### config.mk
export PLATFORM = sky130hd
export DESIGN_NAME = fpu_seq_ctrl
export DESIGN_NICKNAME = d
export VERILOG_FILES = /design/src/rtl/fp_ctrl_pkg.sv /design/src/rtl/fpu_lat_cnt.sv /design/src/rtl/fpu_seq_ctrl.sv
export SDC_FILE = /design/constraint.sdc
export NUM_CORES = 1
export LEC_CHECK = 0
export CAP_MARGIN = 5
export CORE_UTILIZATION = 43
export CTS_CLUSTER_SIZE = 14
export DETAILED_ROUTE_END_ITERATION = 6
export PLACE_DENSITY = 0.87
export SLEW_MARGIN = 20
export SYNTH_ARGS = -nofsm -noshare
export SYNTH_HDL_FRONTEND = slang
export SYNTH_SLANG_ARGS = --single-unit
### constraint.sdc
create_clock -name clk -period 2.2 [get_ports clk]
set_input_delay 0.55 -clock clk [delete_from_list [all_inputs] [get_ports clk]]
set_output_delay 0.55 -clock clk [all_outputs]
set_load 0.01 [all_outputs]
### src/rtl/fp_ctrl_pkg.sv
// Shared definitions for the FP sequencing control: state encoding, fp_op codes
// and the RV32F arithmetic major opcode.
package fp_ctrl_pkg;

  typedef enum logic [1:0] {
    IDLE = 2'b00,
    EXEC = 2'b01,
    WB   = 2'b10
  } fpState_e;

  localparam logic [1:0] FP_ADD = 2'b00;
  localparam logic [1:0] FP_MUL = 2'b01;
  localparam logic [1:0] FP_DIV = 2'b10;
  localparam logic [1:0] FP_RSV = 2'b11;

  localparam logic [6:0] OPCODE_FP = 7'b1010011;

endpackage

### src/rtl/fpu_lat_cnt.sv
// 4-bit down-counter holding the remaining execute cycles of the in-flight FP op.
module fpu_lat_cnt (
  input  logic       clk,
  input  logic       reset,
  input  logic       load,
  input  logic [3:0] loadVal,
  input  logic       dec,
  output logic [3:0] value,
  output logic       zero
);

  always_ff @(posedge clk or negedge reset) begin
    if (!reset) begin
      value <= 4'd0;
    end else if (load) begin
      value <= loadVal;
    end else if (dec && (value != 4'd0)) begin
      value <= value - 4'd1;
    end
  end

  assign zero = (value == 4'd0);

endmodule

### src/rtl/fpu_seq_ctrl.sv
// Multi-cycle FP op sequencer: stalls the integer pipe while the FPU executes.
// Optional divide support is enabled with the FPU_DIV_EN macro.
module fpu_seq_ctrl
  import fp_ctrl_pkg::*;
#(
  parameter int LAT_ADD = 2,
  parameter int LAT_MUL = 3,
  parameter int LAT_DIV = 12
) (
  input  logic       clk,
  input  logic       reset,
  input  logic       start,
  input  logic [1:0] fp_op,
  input  logic [4:0] rd_in,
  input  logic       flush,
  output logic       stall,
  output logic       fpu_en,
  output logic [1:0] fpu_sel,
  output logic       fp_wb,
  output logic [4:0] wb_rd,
  output logic       illegal
);

  if (LAT_ADD < 1 || LAT_ADD > 15) begin : gBadLatAdd
    $error("LAT_ADD must be within 1..15");
  end
  if (LAT_MUL < 1 || LAT_MUL > 15) begin : gBadLatMul
    $error("LAT_MUL must be within 1..15");
  end
  if (LAT_DIV < 1 || LAT_DIV > 15) begin : gBadLatDiv
    $error("LAT_DIV must be within 1..15");
  end

  fpState_e   state, nextState;
  logic       opLegal;
  logic       accept;
  logic       cntDec;
  logic       cntZero;
  logic [3:0] cntVal;
  logic [3:0] latLoad;

  always_comb begin
    opLegal = (fp_op == FP_ADD) || (fp_op == FP_MUL);
    latLoad = 4'(LAT_ADD - 1);
    if (fp_op == FP_MUL) latLoad = 4'(LAT_MUL - 1);
`ifdef FPU_DIV_EN
    if (fp_op == FP_DIV) begin
      opLegal = 1'b1;
      latLoad = 4'(LAT_DIV - 1);
    end
`endif
  end

  assign accept = (state == IDLE) && start && !flush && opLegal;

  fpu_lat_cnt uLatCnt (
    .clk     (clk),
    .reset   (reset),
    .load    (accept),
    .loadVal (latLoad),
    .dec     (cntDec),
    .value   (cntVal),
    .zero    (cntZero)
  );

  always_ff @(posedge clk or negedge reset) begin
    if (!reset) begin
      state   <= IDLE;
      fpu_sel <= 2'b00;
      wb_rd   <= 5'd0;
    end else begin
      state <= nextState;
      if (accept) begin
        fpu_sel <= fp_op;
        wb_rd   <= rd_in;
      end
    end
  end

  // Flush in EXEC drops stall in the same cycle so the redirect is not frozen.
  always_comb begin
    nextState = state;
    stall     = 1'b0;
    fpu_en    = 1'b0;
    fp_wb     = 1'b0;
    illegal   = 1'b0;
    cntDec    = 1'b0;
    case (state)
      IDLE: begin
        if (start && !flush) begin
          if (opLegal) begin
            stall     = 1'b1;
            nextState = EXEC;
          end else begin
            illegal = 1'b1;
          end
        end
      end
      EXEC: begin
        fpu_en = 1'b1;
        if (flush) begin
          nextState = IDLE;
        end else begin
          stall  = 1'b1;
          cntDec = 1'b1;
          if (cntZero) nextState = WB;
        end
      end
      WB: begin
        fp_wb     = 1'b1;
        nextState = IDLE;
      end
      default: nextState = IDLE;
    endcase
  end

endmodule
After elaboration in Yosys (flattened, before gate mapping)
Cells that the tools add are included.
- bits in registers: 13
- input port bits: 11
- add/subtract/negate cells: 1
- equal/unequal tests: 6
- multiplexer cells: 18
- reduce and logical (&&, ||, !) cells: 13
- operator list (operator ; number):
    $mux W2 ; 5
    $mux W1 ; 9
    $mux W4 ; 2
    $logic_and A1 B1 Y1 ; 5
    $eq A2 B1 Y1 const B ; 2
    $logic_not A2 Y1 ; 2
    $logic_not A4 Y1 ; 1
    $pmux W2 S2 ; 1
    $reduce_bool A4 Y1 ; 1
    $sub A4 B1 Y4 const B ; 1
    $ne A3 B3 Y1 const B ; 1
    $reduce_and A3 Y1 ; 1
    $eq A2 B2 Y1 const B ; 1
    $ne A2 B1 Y1 const B ; 1
    $ne A2 B2 Y1 const B ; 1
    $pmux W1 S2 ; 1
    $reduce_bool A2 Y1 ; 1
    $logic_not A1 Y1 ; 1
    $logic_or A1 B1 Y1 ; 1

Longest topological paths before layout
- depth after elaboration: 5
- gate-level depth with buffers: 6

Hierarchy
Synthesis repeated with hierarchy kept, for this count alone.
- cell total of the unflattened synthesis: 57
- area, all modules: 673.1 um^2
- modules (own cells, without submodules) (module ; times used ; cells each ; area each (um^2) ; seq. area each (um^2)):
    fpu_seq_ctrl ; 1 ; 30 ; 402.9 ; 225.2
    fpu_lat_cnt ; 1 ; 27 ; 270.3 ; 100.1

Worst setup path after synthesis
Ideal clock, no wire load.
- path kind: input -> output
- start: input flush
- end: output stall
- data arrival time: 1.360 ns
- data required time: 1.650 ns
- path slack: 0.290 ns
- stages on the path: 2
- buffers on the path: 0
- cell sequence: or4b_4 > o21ai_1
- cells in the longest elaborated chain, start to end: 4
- elaborated cells between the ends (all ways): 5
- those cells by class: mux (3); reduce/logical (2)
- ends and longest elaborated chain (what ; line ; text):
    start: declaration ; fpu_seq_ctrl.sv:15 ; input logic flush,
    $logic_not A1 Y1 ; fpu_seq_ctrl.sv:90 ; if (start && !flush) begin
    $logic_and A1 B1 Y1 ; fpu_seq_ctrl.sv:90 ;
    $mux W1 ; fpu_seq_ctrl.sv:90 ;
    $pmux W1 S2 (*) ; fpu_seq_ctrl.sv:88 ; case (state)
    end: declaration ; fpu_seq_ctrl.sv:16 ; output logic stall,
Mark *: on every way between the ends. The rest lies on a longest branch, timed or not.

Final worst setup path
Ends and elaborated chain as after synthesis.

==> metrics.txt <==
# TYPE chip_impl_metric gauge
chip_impl_info{name="endpoint_kind_of_the_worst_setup_timing_path",value="primary output"} 1
chip_impl_metric{name="critical_path_arrival",unit="ps"} 1580
chip_impl_metric{name="critPathMaxStageDelay",unit="ps"} 510
chip_impl_metric{name="fin_crit_sh",unit=""} 0.970
chip_impl_metric{name="total_number_of_yosys_warnings",unit=""} 0
chip_impl_metric{name="nNetsFinal",unit=""} 100
chip_impl_metric{name="synth_fp_nets",unit=""} 66
chip_impl_metric{name="share_of_total_power_in_sequential_cells",unit=""} 0.425
chip_impl_metric{name="synth_cell_type_count",unit=""} 28
chip_impl_metric{name="overflow",unit=""} 0
chip_impl_metric{name="leakage",unit="nW"} 0.470
chip_impl_metric{name="clkTransAtPathRegs",unit="ps"} 70
chip_impl_metric{name="viasPerCell",unit=""} 5.07
chip_impl_info{name="hold_class",value="flip-flop to flip-flop"} 1
chip_impl_info{name="run_status",value="complete, no violations"} 1
chip_impl_metric{name="floorplan.initialDensity",unit=""} 0.477
chip_impl_metric{name="cellInternalPower",unit="uW"} 560
chip_impl_metric{name="vias",unit=""} 512
chip_impl_metric{name="portBuffers",unit=""} 21
chip_impl_metric{name="synth_sequential_area_ratio",unit=""} 0.505
chip_impl_metric{name="slew_headroom",unit=""} 0.628
chip_impl_info{name="tritoncts",value="done"} 1
chip_impl_metric{name="fin_crit",unit="ps"} 2130
chip_impl_metric{name="postLayoutCellArea",unit="um2"} 956
chip_impl_metric{name="cts_buffers",unit=""} 3
chip_impl_metric{name="grt_start_max_net_pins",unit=""} 14
chip_impl_metric{name="critical_path.max_fanout",unit=""} 3
chip_impl_info{name="yosys-top-cells-area",value="sky130_fd_sc_hd__dfrtp_1 (50%), sky130_fd_sc_hd__mux2_1 (8.7%), sky130_fd_sc_hd__ha_1 (3.9%), sky130_fd_sc_hd__nor2_8 (3.1%), sky130_fd_sc_hd__o21ai_1 (2.3%)"} 1
chip_impl_info{name="startpoint_type",value="input pin"} 1
chip_impl_metric{name="syn-cell-area",unit="um2"} 644
chip_impl_metric{name="die_area",unit="mm2"} 0.00166
chip_impl_metric{name="drtAntennaViolNets",unit=""} 0
chip_impl_metric{name="areaGrowthSynthToFinish",unit="%"} 48.3
chip_impl_metric{name="wire_length_of_the_first_global_routing_pass",unit="mm"} 1.95
chip_impl_metric{name="comb_power_share",unit=""} 0.401
chip_impl_metric{name="synthDominantCellAreaShare",unit=""} 0.505
chip_impl_info{name="crit_chain",value="dlygate4sd2_1 > or4b_4 > o21ai_2 > buf_2"} 1
chip_impl_metric{name="post-layout-total-power",unit="uW"} 827
chip_impl_metric{name="cts.htree.levels",unit=""} 1
chip_impl_metric{name="cts_max_path_buffers",unit=""} 2
chip_impl_metric{name="finalCoreUtilization",unit=""} 0.708
chip_impl_metric{name="syn_avg_cell_area",unit="um2"} 12.2
chip_impl_metric{name="dp.final_hpwl",unit="mm"} 1.06
chip_impl_metric{name="final_max_slew_viol_count",unit=""} 0
chip_impl_metric{name="worst_clock_skew",unit="ps"} 1.61
chip_impl_metric{name="pin_count",unit=""} 22
chip_impl_metric{name="worst-endpoint-required",unit="ps"} 1650
chip_impl_metric{name="num_antenna_cells",unit=""} 0
chip_impl_metric{name="post_synthesis_sequential_element_count",unit=""} 13
chip_impl_metric{name="p_switching",unit="uW"} 267
chip_impl_metric{name="placeableCoreArea",unit="mm2"} 0.00135
chip_impl_metric{name="power-per-cell-area",unit="mW/mm2"} 865
chip_impl_metric{name="tritoncts_num_sinks",unit=""} 13
chip_impl_metric{name="final-setup-viol-count",unit=""} 0
chip_impl_metric{name="fmax",unit="MHz"} 469
chip_impl_metric{name="chipWidth",unit="um"} 40.7
chip_impl_info{name="setup.worst_path.class",value="input pin to primary output"} 1
chip_impl_info{name="crit_slowest_cell",value="sky130_fd_sc_hd__or4b_4"} 1
chip_impl_info{name="leading_area_contributor_after_synthesis",value="sky130_fd_sc_hd__dfrtp_1"} 1
chip_impl_metric{name="worst_skew_pair.late_latency",unit="ps"} 280
chip_impl_metric{name="final_layout_size_suffix_gt1_frac",unit=""} 0.256
chip_impl_metric{name="drt_pass1_iterations",unit=""} 4
chip_impl_metric{name="placementRows",unit=""} 13
chip_impl_metric{name="track_usage",unit=""} 0.198
chip_impl_metric{name="detail_route.drc_violations",unit=""} 0
chip_impl_metric{name="maxCapViolCount",unit=""} 0
chip_impl_metric{name="tightestPinTransition",unit="ps"} 556
chip_impl_metric{name="die_y",unit="um"} 40.7
chip_impl_metric{name="power_switching_share",unit=""} 0.323
chip_impl_metric{name="antenna_found_initial",unit=""} 0
chip_impl_metric{name="detail_route.wirelength",unit="mm"} 1.28
chip_impl_metric{name="vias_in_the_first_global_route",unit=""} 434
chip_impl_metric{name="initialDrtViolationCount",unit=""} 11
chip_impl_info{name="rsz0062_at_grt",value="no"} 1
chip_impl_metric{name="cts_hold_repair.buffers",unit=""} 0
chip_impl_metric{name="place.gp.congestion",unit=""} 0.782
chip_impl_metric{name="finalHoldViolations",unit=""} 0
chip_impl_metric{name="setup.reg_to_reg.worst_slack",unit="ps"} 370
chip_impl_metric{name="syn-instance-count",unit=""} 53
chip_impl_metric{name="post_dp_cell_area",unit="um2"} 930
chip_impl_metric{name="ir_drop",unit="mV"} 0.570
chip_impl_metric{name="routed_wire_length_per_instance",unit="um"} 12.7
chip_impl_metric{name="p_clk_frac",unit=""} 0.174
chip_impl_info{name="cts.root.buffer_cell",value="sky130_fd_sc_hd__clkbuf_4"} 1
-- worst paths after layout --
kind	to	startpoint	depth (start not counted)
setup reg to reg	wb_rd[0]	state[0]	5
min in group asynchronous	wb_rd[2]	reset	1
setup / recovery	stall	flush	4
max in group asynchronous	state[0]	reset	1
hold / removal	wb_rd[2]	wb_rd[2]	1
hold reg to reg	wb_rd[2]	wb_rd[2]	1
-- logic make-up (layout without fill, tap and decap cells) --
logic type	count (synthesis)	count (layout)	synth area share
fa+ha+maj	2	2	0.0388
buf+inv	4	37	0.0233
mux	6	6	0.103
compound gates	11	11	0.113
simple gates	17	17	0.217
flops	13	13	0.505
-- timing repair --
item / in CTS / in global routing
setup endpoints to repair: 2 / 1
pin swaps: 3 / 1
gates resized for setup: 10 / 1
buffers inserted: 1 / 0
hold endpoints to repair: 0 / 0
-- power groups by stage --
stage          Sequential [mW]  Combinational (mW)  Clock, mW
4_1_cts                  0.351               0.332      0.152
2_1_floorplan            0.366               0.168          0
3_3_place_gp             0.352               0.324          0
6_report                 0.351               0.332      0.144
5_1_grt                  0.362               0.369      0.164
3_5_place_dp             0.356               0.332          0
-- registers in the layout (all words and copies together) (netlist names) --
name,cells
uLatCnt.value,4
fpu_sel,2
wb_rd,5
state,2
-- layout make-up --
| class | count | area (um2) |
|---|---|---|
| flip-flops and latches | 13 | 325 |
| clock inverters | 1 | 5.00 |
| repair buffers | 30 | 265 |
| well taps | 15 | 18.8 |
| clock buffers | 3 | 22.5 |
| fillers | 94 | 394 |
| multi-input cells | 36 | 308 |
| inverters | 3 | 11.3 |
-- through the flow --
| step | setup WS [ps] | hold slack, ps | instances | setup TNS (ps) |
|---|---|---|---|---|
| after floorplan | 290 | 254 | 53 | 0 |
| after global placement | -544 | 467 | 96 | -1650 |
| after detailed placement | -591 | 480 | 96 | -2060 |
| after CTS | 35.6 | 496 | 101 | 0 |
| after global routing | 25.3 | 511 | 101 | 0 |
| final | 67.1 | 489 | 101 | 0 |
-- critical path: cells and delay by family --
kind | cells | cell delay (ps)
AND/OR/NAND/NOR | 1 | 510
AO/OA/AOI/OAI | 1 | 140
buffers and inverters | 2 | 390
-- routing by layer --
| metal | track usage | vias to the layer above | share of wire |
|---|---|---|---|
| met2 | 0.302 | 8 | 0.51 |
| met4 | 0.100 | 0 | 0.013 |
| met5 | 0 | - | 0 |
| met3 | 0.0815 | 3 | 0.026 |
| li1 | - | 259 | - |
| met1 | 0.240 | 242 | 0.45 |
-- placed cells by master, fill, tap and decap left out, drive strengths merged --
cell,Yosys,final
or3b,2,2
ha,2,2
nand2,1,1
buf,0,11
o31ai,1,1
mux2i,1,1
a32oi,1,1
or4,1,1
nor4b,1,1
mux2,5,5
clkdlybuf4s50,0,17
nor2,3,3
a21boi,1,1
dlygate4sd2,0,2
or4b,1,1
o21ai,4,4
inv,3,3
clkinv,0,1
and2b,1,1
a21oi,2,2
nor3b,1,1
dfrtp,13,13
and3,1,1
clkbuf,1,3
a21o,2,2
or3,1,1
nor2b,2,2
nand3,2,2
-- cells in the mapped netlist --
| cell type | instances |
|---|---|
| sky130_fd_sc_hd__dfrtp_1 | 13 |
| sky130_fd_sc_hd__mux2_1 | 5 |
| sky130_fd_sc_hd__inv_1 | 3 |
| sky130_fd_sc_hd__o21ai_1 | 3 |
| sky130_fd_sc_hd__a21o_1 | 2 |
| sky130_fd_sc_hd__ha_1 | 2 |
| sky130_fd_sc_hd__nand3_1 | 2 |
| sky130_fd_sc_hd__nor2_1 | 2 |
| sky130_fd_sc_hd__nor2b_1 | 2 |
| sky130_fd_sc_hd__a21boi_1 | 1 |
| sky130_fd_sc_hd__a21oi_1 | 1 |
| sky130_fd_sc_hd__a21oi_2 | 1 |
| sky130_fd_sc_hd__a32oi_1 | 1 |
| sky130_fd_sc_hd__and2b_1 | 1 |
| sky130_fd_sc_hd__and3_1 | 1 |
| sky130_fd_sc_hd__clkbuf_1 | 1 |
| sky130_fd_sc_hd__mux2i_1 | 1 |
| sky130_fd_sc_hd__nand2_1 | 1 |
| sky130_fd_sc_hd__nor2_8 | 1 |
| sky130_fd_sc_hd__nor3b_2 | 1 |
| sky130_fd_sc_hd__nor4b_1 | 1 |
| sky130_fd_sc_hd__o21ai_0 | 1 |
| sky130_fd_sc_hd__o31ai_1 | 1 |
| sky130_fd_sc_hd__or3_1 | 1 |
| sky130_fd_sc_hd__or3b_1 | 1 |
| sky130_fd_sc_hd__or3b_4 | 1 |
| sky130_fd_sc_hd__or4_4 | 1 |
| sky130_fd_sc_hd__or4b_4 | 1 |
No activity file was read; power rests on OpenSTA's default activity.
